File: src/rtl/seven_seg_mux_driver.sv
// Time-multiplexed seven-segment driver: double-buffered hex value, one digit per
// refresh slot, with per-digit enable, leading-zero blanking, decimal points and dead time.
module seven_seg_mux_driver #(
    parameter int NUM_DIGITS     = 4,
    parameter int REFRESH_DIV    = 100000,
    parameter int BLANK_CYCLES   = 16,
    parameter int SEG_ACTIVE_LOW = 1,
    parameter int AN_ACTIVE_LOW  = 1
) (
    input  logic                      clk,
    input  logic                      reset,
    input  logic [4*NUM_DIGITS-1:0]   value,
    input  logic [NUM_DIGITS-1:0]     dp_in,
    input  logic                      load,
    input  logic [NUM_DIGITS-1:0]     digit_en,
    input  logic                      blank_lz,
    output logic [6:0]                seg,
    output logic                      dp,
    output logic [NUM_DIGITS-1:0]     an,
    output logic                      frame_done
);

    localparam int CNT_W = (REFRESH_DIV > 1) ? $clog2(REFRESH_DIV) : 1;
    localparam int IDX_W = (NUM_DIGITS > 1) ? $clog2(NUM_DIGITS) : 1;

    localparam logic [CNT_W-1:0] CNT_LAST  = CNT_W'(REFRESH_DIV - 1);
    localparam logic [CNT_W-1:0] CNT_BLANK = CNT_W'(BLANK_CYCLES);
    localparam logic [IDX_W-1:0] IDX_LAST  = IDX_W'(NUM_DIGITS - 1);

    // "Off" pin levels double as the XOR mask that maps lit/selected to pin polarity.
    localparam logic [NUM_DIGITS-1:0] AN_OFF  = (AN_ACTIVE_LOW != 0) ? {NUM_DIGITS{1'b1}} : {NUM_DIGITS{1'b0}};
    localparam logic [6:0]            SEG_OFF = (SEG_ACTIVE_LOW != 0) ? 7'h7F : 7'h00;
    localparam logic                  DP_OFF  = (SEG_ACTIVE_LOW != 0);

    logic [CNT_W-1:0]        cnt;
    logic [IDX_W-1:0]        idx;
    logic [4*NUM_DIGITS-1:0] pending;
    logic [4*NUM_DIGITS-1:0] active;
    logic [NUM_DIGITS-1:0]   pend_dp;
    logic [NUM_DIGITS-1:0]   act_dp;

    logic                    tick;
    logic                    wrap;
    logic                    in_window;
    logic                    upper_zero;
    logic [NUM_DIGITS-1:0]   blanked;
    logic [NUM_DIGITS-1:0]   sel_onehot;
    logic [3:0]              cur_nib;
    logic                    cur_en;
    logic                    cur_dp;
    logic                    cur_blank;
    logic                    show;
    logic [6:0]              lit;
    logic [NUM_DIGITS-1:0]   an_next;
    logic [6:0]              seg_next;
    logic                    dp_next;

    function automatic logic [6:0] hex_to_seg(input logic [3:0] nib);
        logic [6:0] s;
        case (nib)
            4'h0:    s = 7'b1111110;
            4'h1:    s = 7'b0110000;
            4'h2:    s = 7'b1101101;
            4'h3:    s = 7'b1111001;
            4'h4:    s = 7'b0110011;
            4'h5:    s = 7'b1011011;
            4'h6:    s = 7'b1011111;
            4'h7:    s = 7'b1110000;
            4'h8:    s = 7'b1111111;
            4'h9:    s = 7'b1111011;
            4'hA:    s = 7'b1110111;
            4'hB:    s = 7'b0011111;
            4'hC:    s = 7'b1001110;
            4'hD:    s = 7'b0111101;
            4'hE:    s = 7'b1001111;
            default: s = 7'b1000111;
        endcase
        return s;
    endfunction

    assign tick      = (cnt == CNT_LAST);
    assign wrap      = tick && (idx == IDX_LAST);
    assign in_window = (BLANK_CYCLES == 0) || (cnt >= CNT_BLANK);

    // Walk from the most significant digit down; a digit is blanked while every
    // nibble at or above it is zero. Digit 0 always shows.
    always_comb begin
        upper_zero = 1'b1;
        blanked    = '0;
        for (int i = NUM_DIGITS - 1; i >= 0; i--) begin
            upper_zero = upper_zero && (active[4*i +: 4] == 4'h0);
            blanked[i] = blank_lz && upper_zero && (i != 0);
        end
    end

    always_comb begin
        cur_nib    = '0;
        cur_en     = 1'b0;
        cur_dp     = 1'b0;
        cur_blank  = 1'b0;
        sel_onehot = '0;
        for (int i = 0; i < NUM_DIGITS; i++) begin
            if (idx == IDX_W'(i)) begin
                cur_nib       = active[4*i +: 4];
                cur_en        = digit_en[i];
                cur_dp        = act_dp[i];
                cur_blank     = blanked[i];
                sel_onehot[i] = 1'b1;
            end
        end
    end

    // A blanked digit keeps its decimal point; only a disabled digit or dead time kills dp.
    always_comb begin
        lit      = hex_to_seg(cur_nib);
        show     = in_window && cur_en && !cur_blank;
        an_next  = show ? (sel_onehot ^ AN_OFF) : AN_OFF;
        seg_next = show ? (lit ^ SEG_OFF) : SEG_OFF;
        dp_next  = (in_window && cur_en && cur_dp) ? ~DP_OFF : DP_OFF;
    end

    always_ff @(posedge clk) begin
        if (reset) begin
            cnt        <= '0;
            idx        <= '0;
            pending    <= '0;
            active     <= '0;
            pend_dp    <= '0;
            act_dp     <= '0;
            an         <= AN_OFF;
            seg        <= SEG_OFF;
            dp         <= DP_OFF;
            frame_done <= 1'b0;
        end else begin
            cnt <= tick ? '0 : cnt + 1'b1;
            if (tick) begin
                idx <= (idx == IDX_LAST) ? '0 : idx + 1'b1;
            end
            if (load) begin
                pending <= value;
                pend_dp <= dp_in;
            end
            // A load landing on the wrap edge bypasses the pending buffer.
            if (wrap) begin
                active <= load ? value : pending;
                act_dp <= load ? dp_in : pend_dp;
            end
            frame_done <= wrap;
            an         <= an_next;
            seg        <= seg_next;
            dp         <= dp_next;
        end
    end

endmodule

File: config.mk
export PLATFORM = sky130hd
export DESIGN_NAME = seven_seg_mux_driver
export DESIGN_NICKNAME = d
export VERILOG_FILES = /design/src/rtl/seven_seg_mux_driver.sv
export SDC_FILE = /design/constraint.sdc
export NUM_CORES = 1
export LEC_CHECK = 0
export CAP_MARGIN = 10
export CORE_UTILIZATION = 60
export CTS_BUF_LIST = sky130_fd_sc_hd__clkbuf_4
export CTS_CLUSTER_DIAMETER = 30
export DETAILED_ROUTE_END_ITERATION = 6
export HOLD_SLACK_MARGIN = 0.12
export MAX_ROUTING_LAYER = met4
export PLACE_DENSITY = 0.85
export SETUP_SLACK_MARGIN = 0.3
export SLEW_MARGIN = 10
export SYNTH_ARGS = -nofsm -noshare
export SYNTH_HDL_FRONTEND = slang
export SYNTH_SLANG_ARGS = --single-unit
File: constraint.sdc
create_clock -name clk -period 7.1 [get_ports clk]
set_input_delay 1.42 -clock clk [delete_from_list [all_inputs] [get_ports clk]]
set_output_delay 1.42 -clock clk [all_outputs]
set_load 0.02 [all_outputs]
## Yosys cells after proc, flatten, opt, wreduce, memory -nomap -nowiden

Memory sizes are Yosys's and may differ from the RTL's.
Cells that the tools add are included.

- Multiplexer cells: 23
- Equality and inequality tests: 4
- Bitwise logic cells: 3
- Reduce and logical (&&, ||, !) cells: 16
- Add/sub/neg operators: 2
- Order comparisons: 1

Operators by type and width:

| cell | number |
|---|---|
| 4-bit 2-to-1 mux | 5 |
| 17-bit by 1-bit adder with 17-bit output (second input constant) | 1 |
| 17-bit == test (second input constant) | 1 |
| 17-bit by 5-bit >= comparator with 1-bit output (second input constant) | 1 |
| 1-bit 2-to-1 mux | 16 |
| 16-bit 2-to-1 mux | 1 |
| 4-bit zero test | 3 |
| 1-bit logical AND | 9 |
| 7-bit inverter | 1 |
| 2-bit == test (second input constant) | 2 |
| 4-bit inverter | 1 |
| 2-bit OR reduction | 2 |
| 2-bit by 1-bit adder with 2-bit output (second input constant) | 1 |
| 2-bit by 1-bit == test with 1-bit output (second input constant) | 1 |
| 2-bit zero test | 1 |
| 2-bit 2-to-1 mux | 1 |
| 1-bit zero test | 1 |
| 1-bit inverter | 1 |

- Output and inout port bits: 13
- Bits of input ports: 28
- Register bits after elaboration: 72
- Memories: 1
- Memory bits (read-only): 112

Memory list:

| memory | depth | bits a word | read ports | clocked after Yosys merged registers in | write ports | line | text |
|---|---|---|---|---|---|---|---|
| (no name shown) | 16 | 7 | 1 | 0 | 0 | 60 | `case (nib)` |

## Depth between registers and ports, before layout

Gate-level depths: netlist (run 1).

- Depth after elaboration: 11
- Gate-level depth with buffers: 11
- Depth with buffers taken out: 10

## Worst setup path before layout (run 1)

OpenSTA, ideal clock, no wires.

- Kind: in2reg
- From: input reset
- To: register seg[2]
- Arrival time: 2.361 ns
- Data required time: 6.958 ns
- Stages on the path: 6
- Path buffers: 2
- Path slack: 4.597 ns
- Setup time: 0.142 ns
- Cell sequence: clkbuf_1 -> a21oi_1 -> o311ai_0 -> a31oi_1 -> buf_2 -> o221ai_1

- Longest elaborated chain between the ends: 1

RTL lines:

| element | line | text |
|---|---|---|
| start, declared | 11 | `input logic reset,` |
| 2-bit OR reduction (no source line) | n/a |  |
| end signal, assigned | 150 | `seg <= seg_next;` |
| end, declared | 17 | `output logic [6:0] seg,` |

No other way between the ends.
A chain may end at the register's enable or synchronous reset.

## Final worst setup path (run 1)

- From: input load
- To: register active[15]

- Longest elaborated chain between the ends: 1

RTL lines:

| element | line | text |
|---|---|---|
| start, declared | 14 | `input logic load,` |
| 16-bit 2-to-1 mux | n/a |  |
| end signal, assigned | 145 | `active <= load ? value : pending;` |
| end, declared | 38 | `logic [4*NUM_DIGITS-1:0] active;` |

No other way between the ends.

==> reports/qor.yml, run 1 <==
yosys-top-cells-area: "dfxtp_1 (45%), mux2i_1 (8.1%), nor2_1 (7.8%), a211oi_2 (7.7%), ha_1 (4.6%)"
whs_path_depth: 1
intPower_mw: 0.511
die_h_um: 75.4
period_share_pct: 42.0
dpl_worst_slack_ns: 3.70
path_cells: "clkdlybuf4s50_1 > mux2i_1 > a211oi_2"
critPathKind: "in -> reg"
syn2layout_area_growth_pct: 15.0
cap_violations: 0
startpoint_type: "primary input"
vias_per_cell: 5.48
cts.path.max_buffers: 2
diodes: 0
worstMarginPinSlew_ns: 1.22
initial_core_util_pct: 62.8
die-area_mm2: 0.00568
p_sw_share_pct: 24.2
outcome: "complete, no violations"
ys.flop_type: "dfxtp_1"
setup-tns-final_ns: 0
synthTopCellsByCount: "dfxtp_1 (72), nor2_1 (67), mux2i_1 (26)"
synth_seq_cells: 72
ff2ff_path_depth: 10
wl_met1_mm: 2.84
max_freq_ghz: 0.336
grt_pass1_vias: 2270
antenna_found_initial: 0
grt_pass1_wl_mm: 10.0
num_vias: 2438
yosysMostFrequentCell: "dfxtp_1"
htree_levels: 3
ios: 41
seqPwrFrac_pct: 61.6
grt-ovfl-total: 0
hold_path_class: "reg -> reg"
postRouteWirelength_mm: 6.19
grt_max_degree: 47
wl_met3_um: 283
comb_power_share_pct: 6.4
syn_inst: 338
cts_root_buffer: "clkbuf_4"
numCtsBuffers: 9
drtAntennaViolNets: 0
drt_pre_antenna_iters: 4
synth_top_area_cell: "dfxtp_1"
hold_viol: 0
drc: 0
finalWorstSetupSlack_ns: 4.12
syn_avg_cell_area_um2: 9.55
worstSkewPairLatency_ns: 0.40
slowest_delay_ns: 1.28
hpwl_mm: 4.38
highest_layer: "met4"
syn_nets: 378
synth_top_area_share_pct: 44.6
fin_cells: 445
layout_min_cycle_time_ns: 2.98
ir_drop_uv: 138
placedCellCount: 429
cts_resized: 0
worstPathRequired_ns: 7.35
clkTransAtPathRegs_ns: 0.10
nets: 410
drtIter0Drc: 140
die_w_um: 75.4
grtUsageTotal_pct: 24.5
grt_setup_unrepaired: "false"
switchingPower_mw: 0.163
critPathCaptureType: "flip-flop"
multiInputGateArea_mm2: 0.00163
path_buf_inv: 1
relSlewSlack_pct: 18.5
postCtsSetupBuffers: 0
cpMaxStageDelayCell: "clkdlybuf4s50_1"
post_drt_wl_per_cell_um: 13.9
setup_viol: 0
row_count: 26
synth.cell_area_mm2: 0.00323
cts_tree: "yes"
met2WireLength_mm: 2.93
place_congestion: 0.811
power_density_mw_per_mm2: 181
ys_warn_count: 0
ys_seq_area_share_pct: 44.6
cts_hold_buf: 0
finClkSkew_ns: 0.0129
static-leakage-power_nw: 1.38
maxSlewViolCount: 0
arrival_ns: 3.22
cts.sinks: 72
ys_async_sr_fraction_pct: 0
cp.depth: 3
fill_cells: 430
crit_family: "buffers and inverters"
synth_edf_count: 0
core_area_mm2: 0.00514
drive_above_1_share_pct: 11.7
seqCellArea_mm2: 0.00144
clock_power_share_pct: 31.9
synth_cell_type_count: 45
portBuffers: 40
crit_fanout: 20
==> layout by cell type, fill, tap and decap left out, types with 5 or more instances in the layout <==
cell type	synthesis	layout
a211oi_2	20	20
nand3_1	9	9
ha_1	12	12
nor2_1	67	67
nor2b_1	5	5
clkbuf_4	0	11
dfxtp_1	72	72
xor2_1	8	8
a21oi_1	8	8
nand2_1	21	21
mux2i_1	26	26
clkdlybuf4s50_1	0	39
inv_1	11	11
xnor2_1	7	7
==> registers in the layout (all words and copies together) (netlist names) <==
signal      flops
act_dp          4
active         16
an              4
cnt            17
dp              1
frame_done      1
idx             2
pend_dp         4
pending        16
seg             7
==> layout make-up <==
cell class	count	share of cell area, %
Timing Repair Buffer	42	11.1
Clock buffer	11	2.22
Tap cell	70	2.36
Clock inverter	5	0.640
Multi-Input combinational cell	234	43.8
Sequential cell	72	38.8
Inverter	11	1.11
==> final timing paths <==
path                                          start                 endpoint  slack (ns)
worst min-delay path              cnt[0]$_SDFF_PP0_        cnt[0]$_SDFF_PP0_        0.49
worst max register to register  idx[1]$_SDFFE_PP0N_        seg[3]$_SDFF_PP1_        4.34
worst min register to register    cnt[0]$_SDFF_PP0_        cnt[0]$_SDFF_PP0_        0.49
worst max-delay path                           load  active[15]$_SDFFE_PP0P_        4.12
==> layer usage <==
metal | up-vias | global-route usage, %
li1 | 1228 | -
met1 | 1137 | 30.8
met2 | 58 | 37.8
met3 | 15 | 4.89
met4 | 0 | 12.3
met5 | - | -
==> cell families (layout without fill, tap and decap cells) <==
kind of cell | Yosys count | count (layout) | share of synthesized area, %
multiplexers | 27 | 27 | 8.41
flip-flops | 72 | 72 | 44.6
AND/OR/NAND/NOR | 135 | 135 | 20.2
buffers and inverters | 32 | 69 | 5.00
XOR/XNOR | 15 | 15 | 4.07
AO/OA/AOI/OAI | 45 | 45 | 13.1
adder cells (fa/ha/maj) | 12 | 12 | 4.65
==> stage by stage <==
step	utilization (%)	hold slack, ns	area, um2	power (mW)
6_report	72.2	0.493	3710	0.673
2_1_floorplan	-	0.438	3230	0.448
4_1_cts	72.2	0.493	3710	0.676
5_1_grt	72.2	0.524	3710	0.698
3_3_place_gp	70.2	0.459	3610	0.466
3_5_place_dp	70.2	0.468	3610	0.468
==> power groups by stage <==
stage / Clock (mW) / Combinational, mW / Sequential [mW]
after floorplan: 0 / 0.0246 / 0.423
after global placement: 0 / 0.0419 / 0.424
after detailed placement: 0 / 0.0436 / 0.424
after CTS: 0.217 / 0.0439 / 0.415
after global routing: 0.235 / 0.0471 / 0.416
final: 0.215 / 0.0433 / 0.415
Note: power is estimated with default switching activity, not from simulation.
==> inputs of run 2 (changes only) <==
--- a/config.mk
+++ b/config.mk
@@ -6,13 +6,13 @@
 export NUM_CORES = 1
 export LEC_CHECK = 0
 export CAP_MARGIN = 10
-export CORE_UTILIZATION = 60
+export CORE_UTILIZATION = 57
 export CTS_BUF_LIST = sky130_fd_sc_hd__clkbuf_4
 export CTS_CLUSTER_DIAMETER = 30
 export DETAILED_ROUTE_END_ITERATION = 6
 export HOLD_SLACK_MARGIN = 0.12
 export MAX_ROUTING_LAYER = met4
-export PLACE_DENSITY = 0.85
+export PLACE_DENSITY = 0.82
 export SETUP_SLACK_MARGIN = 0.3
 export SLEW_MARGIN = 10
 export SYNTH_ARGS = -nofsm -noshare
==> constraint.sdc (replaced) <==
create_clock -name clk -period 2.86 [get_ports clk]
set_input_delay 0.572 -clock clk [delete_from_list [all_inputs] [get_ports clk]]
set_output_delay 0.572 -clock clk [all_outputs]
set_load 0.02 [all_outputs]
==> run 2 against run 1 <==
  * Sequential share of layout area is 0.92 points lower
  * Power grew to 2.7 times the previous value
  * Critical path depth grew 7
  * Non-clock buffer count rose by 4
  * Design area grew 2.4%
  * Via count shrank 0.66%
  * Largest cell class unchanged
  * Largest power group unchanged
  * Clock skew down 0.0041 ns
  * Sequential power is 150% higher
  * Die area increased by 5.1%
  * Utilization shrank 2.7 points
  * Routed wire length grew 0.76%
==> reports/qor.yml, run 2 (synthesized netlist as in run 1, its figures left out) <==
numCtsBuffers: 9  # unchanged
cap_violations: 0  # unchanged
grt-ovfl-total: 0  # unchanged
ios: 41  # unchanged
cts_resized: 0  # unchanged
finClkSkew_ns: 0.00885  # was 0.0129 ns
grtUsageTotal_pct: 23.3  # was 24.5%
initial_core_util_pct: 59.0  # was 62.8%
drt_pre_antenna_iters: 4  # unchanged
arrival_ns: 2.63  # was 3.22 ns
whs_ns: 0.502  # was 0.493 ns
critPathCaptureType: "flip-flop"  # unchanged
hpwl_mm: 4.43  # was 4.38 mm
setup_viol: 0  # unchanged
row_count: 27  # was 26
drtAntennaViolNets: 0  # unchanged
layout_min_cycle_time_ns: 2.30
static-leakage-power_nw: 1.42  # was 1.38 nW
worstMarginPinSlew_ns: 0.594  # was 1.22 ns
die-area_mm2: 0.00597  # was 0.00568 mm2
max_freq_ghz: 0.434
relSlewSlack_pct: 59.9  # was 18.5%
critPathKind: "reg -> reg"  # was in -> reg
hold_viol: 0  # unchanged
worstSkewPairLatency_ns: 0.41  # was 0.40 ns
core_area_mm2: 0.00547  # was 0.00514 mm2
antenna_found_initial: 0  # unchanged
cts.sinks: 72  # unchanged
ir_drop_uv: 274  # was 138 uV
final_core_util_pct: 69.5  # was 72.2%
outcome: "complete, no violations"  # unchanged
cts_tree: "yes"  # unchanged
worstPathRequired_ns: 3.18  # was 7.35 ns
postRouteWirelength_mm: 6.24  # was 6.19 mm
drc: 0  # unchanged
top_regs: "cnt: 17 flops, active: 16 flops, pending: 16 flops"  # unchanged
grt_setup_unrepaired: "false"  # unchanged
diodes: 0  # unchanged
clkTransAtPathRegs_ns: 0.11  # was 0.10 ns
grt_pass1_vias: 2276  # was 2270
drive_above_1_share_pct: 13.2  # was 11.7%
num_vias: 2422  # was 2438
syn2layout_area_growth_pct: 17.8  # was 15.0%
r2r_slack_ns: 0.56  # was 4.34 ns
final_cell_mix: "dfxtp_1 (72), nor2_1 (67), clkdlybuf4s50_1 (39), mux2i_1 (26), nand2_1 (21)"  # unchanged
htree_levels: 3  # unchanged
cts_hold_buf: 0  # unchanged
nets: 414  # was 410
postCtsSetupBuffers: 0  # unchanged
largest_reg_flops: 17  # unchanged
post_drt_wl_per_cell_um: 13.8  # was 13.9 um
layout_commonest_cell: "dfxtp_1"  # unchanged
drtIter0Drc: 139  # was 140
grt_pass1_wl_mm: 10.6  # was 10.0 mm
die_w_um: 77.3  # was 75.4 um
maxSlewViolCount: 0  # unchanged
cts_root_buffer: "clkbuf_4"  # unchanged
cts.path.max_buffers: 2  # unchanged
vias_per_cell: 5.37  # was 5.48
setup-tns-final_ns: 0  # unchanged
place_congestion: 0.864  # was 0.811
die_h_um: 77.3  # was 75.4 um
power_density_mw_per_mm2: 483  # was 181 mW/mm2
period_share_pct: 80.5
startpoint_type: "flip-flop"  # was primary input
crit_fanout: 6  # was 20
portBuffers: 40  # unchanged
hold_path_class: "reg -> reg"  # unchanged
grt_max_degree: 41  # was 47
top_register: "cnt"  # unchanged
run 2: per-layer routing:
layer / track usage [%] / wire length, um
met2: 33.9 / 2730
met1: 30.8 / 3140
met3: 4.29 / 233
met5: - / 0
met4: 11.7 / 139
run 2: final timing paths:
kind / startpoint / to / depth (start not counted)
min: cnt[0]$_SDFF_PP0_ / cnt[0]$_SDFF_PP0_ / 1
max: idx[0]$_SDFFE_PP0N_ / seg[0]$_SDFF_PP1_ / 10
max reg2reg: idx[0]$_SDFFE_PP0N_ / seg[0]$_SDFF_PP1_ / 10
min reg2reg: cnt[0]$_SDFF_PP0_ / cnt[0]$_SDFF_PP0_ / 1
run 2: final cells by class:
type / instances / area (um2)
clock buffers: 9 / 67.6
inverters: 11 / 41.3
repair buffers: 46 / 440
multi-input cells: 234 / 1640
well taps: 72 / 90.1
clock inverters: 7 / 86.3
fillers: 434 / 1670
flip-flops and latches: 72 / 1440
run 2: metrics by stage:
stage	setup WS, ns	instances	cell area [um2]	power (mW)
after floorplan	0.497	338	3230	1.11
after global placement	0.485	435	3640	1.16
after detailed placement	0.377	435	3640	1.16
after CTS	0.359	451	3790	1.85
after global routing	0.315	451	3800	1.90
final	0.558	451	3800	1.84
run 2: where the power goes:
group | total [mW] | switching (mW) | internal, mW
Combinational | 0.107 | 0.0522 | 0.0552
Clock | 0.699 | 0.352 | 0.348
Sequential | 1.03 | 0.00797 | 1.02
run 2: worst max-delay path, cell delays in order (launching register included):
cell and delay (ns):
dfxtp_1 0.38, inv_1 0.10, ha_1 0.26, nor2b_1 0.20
a22oi_1 0.09, a221oi_1 0.35, buf_4 0.20, ha_1 0.21
nor2b_1 0.19, a21oi_1 0.06, o221ai_1 0.17
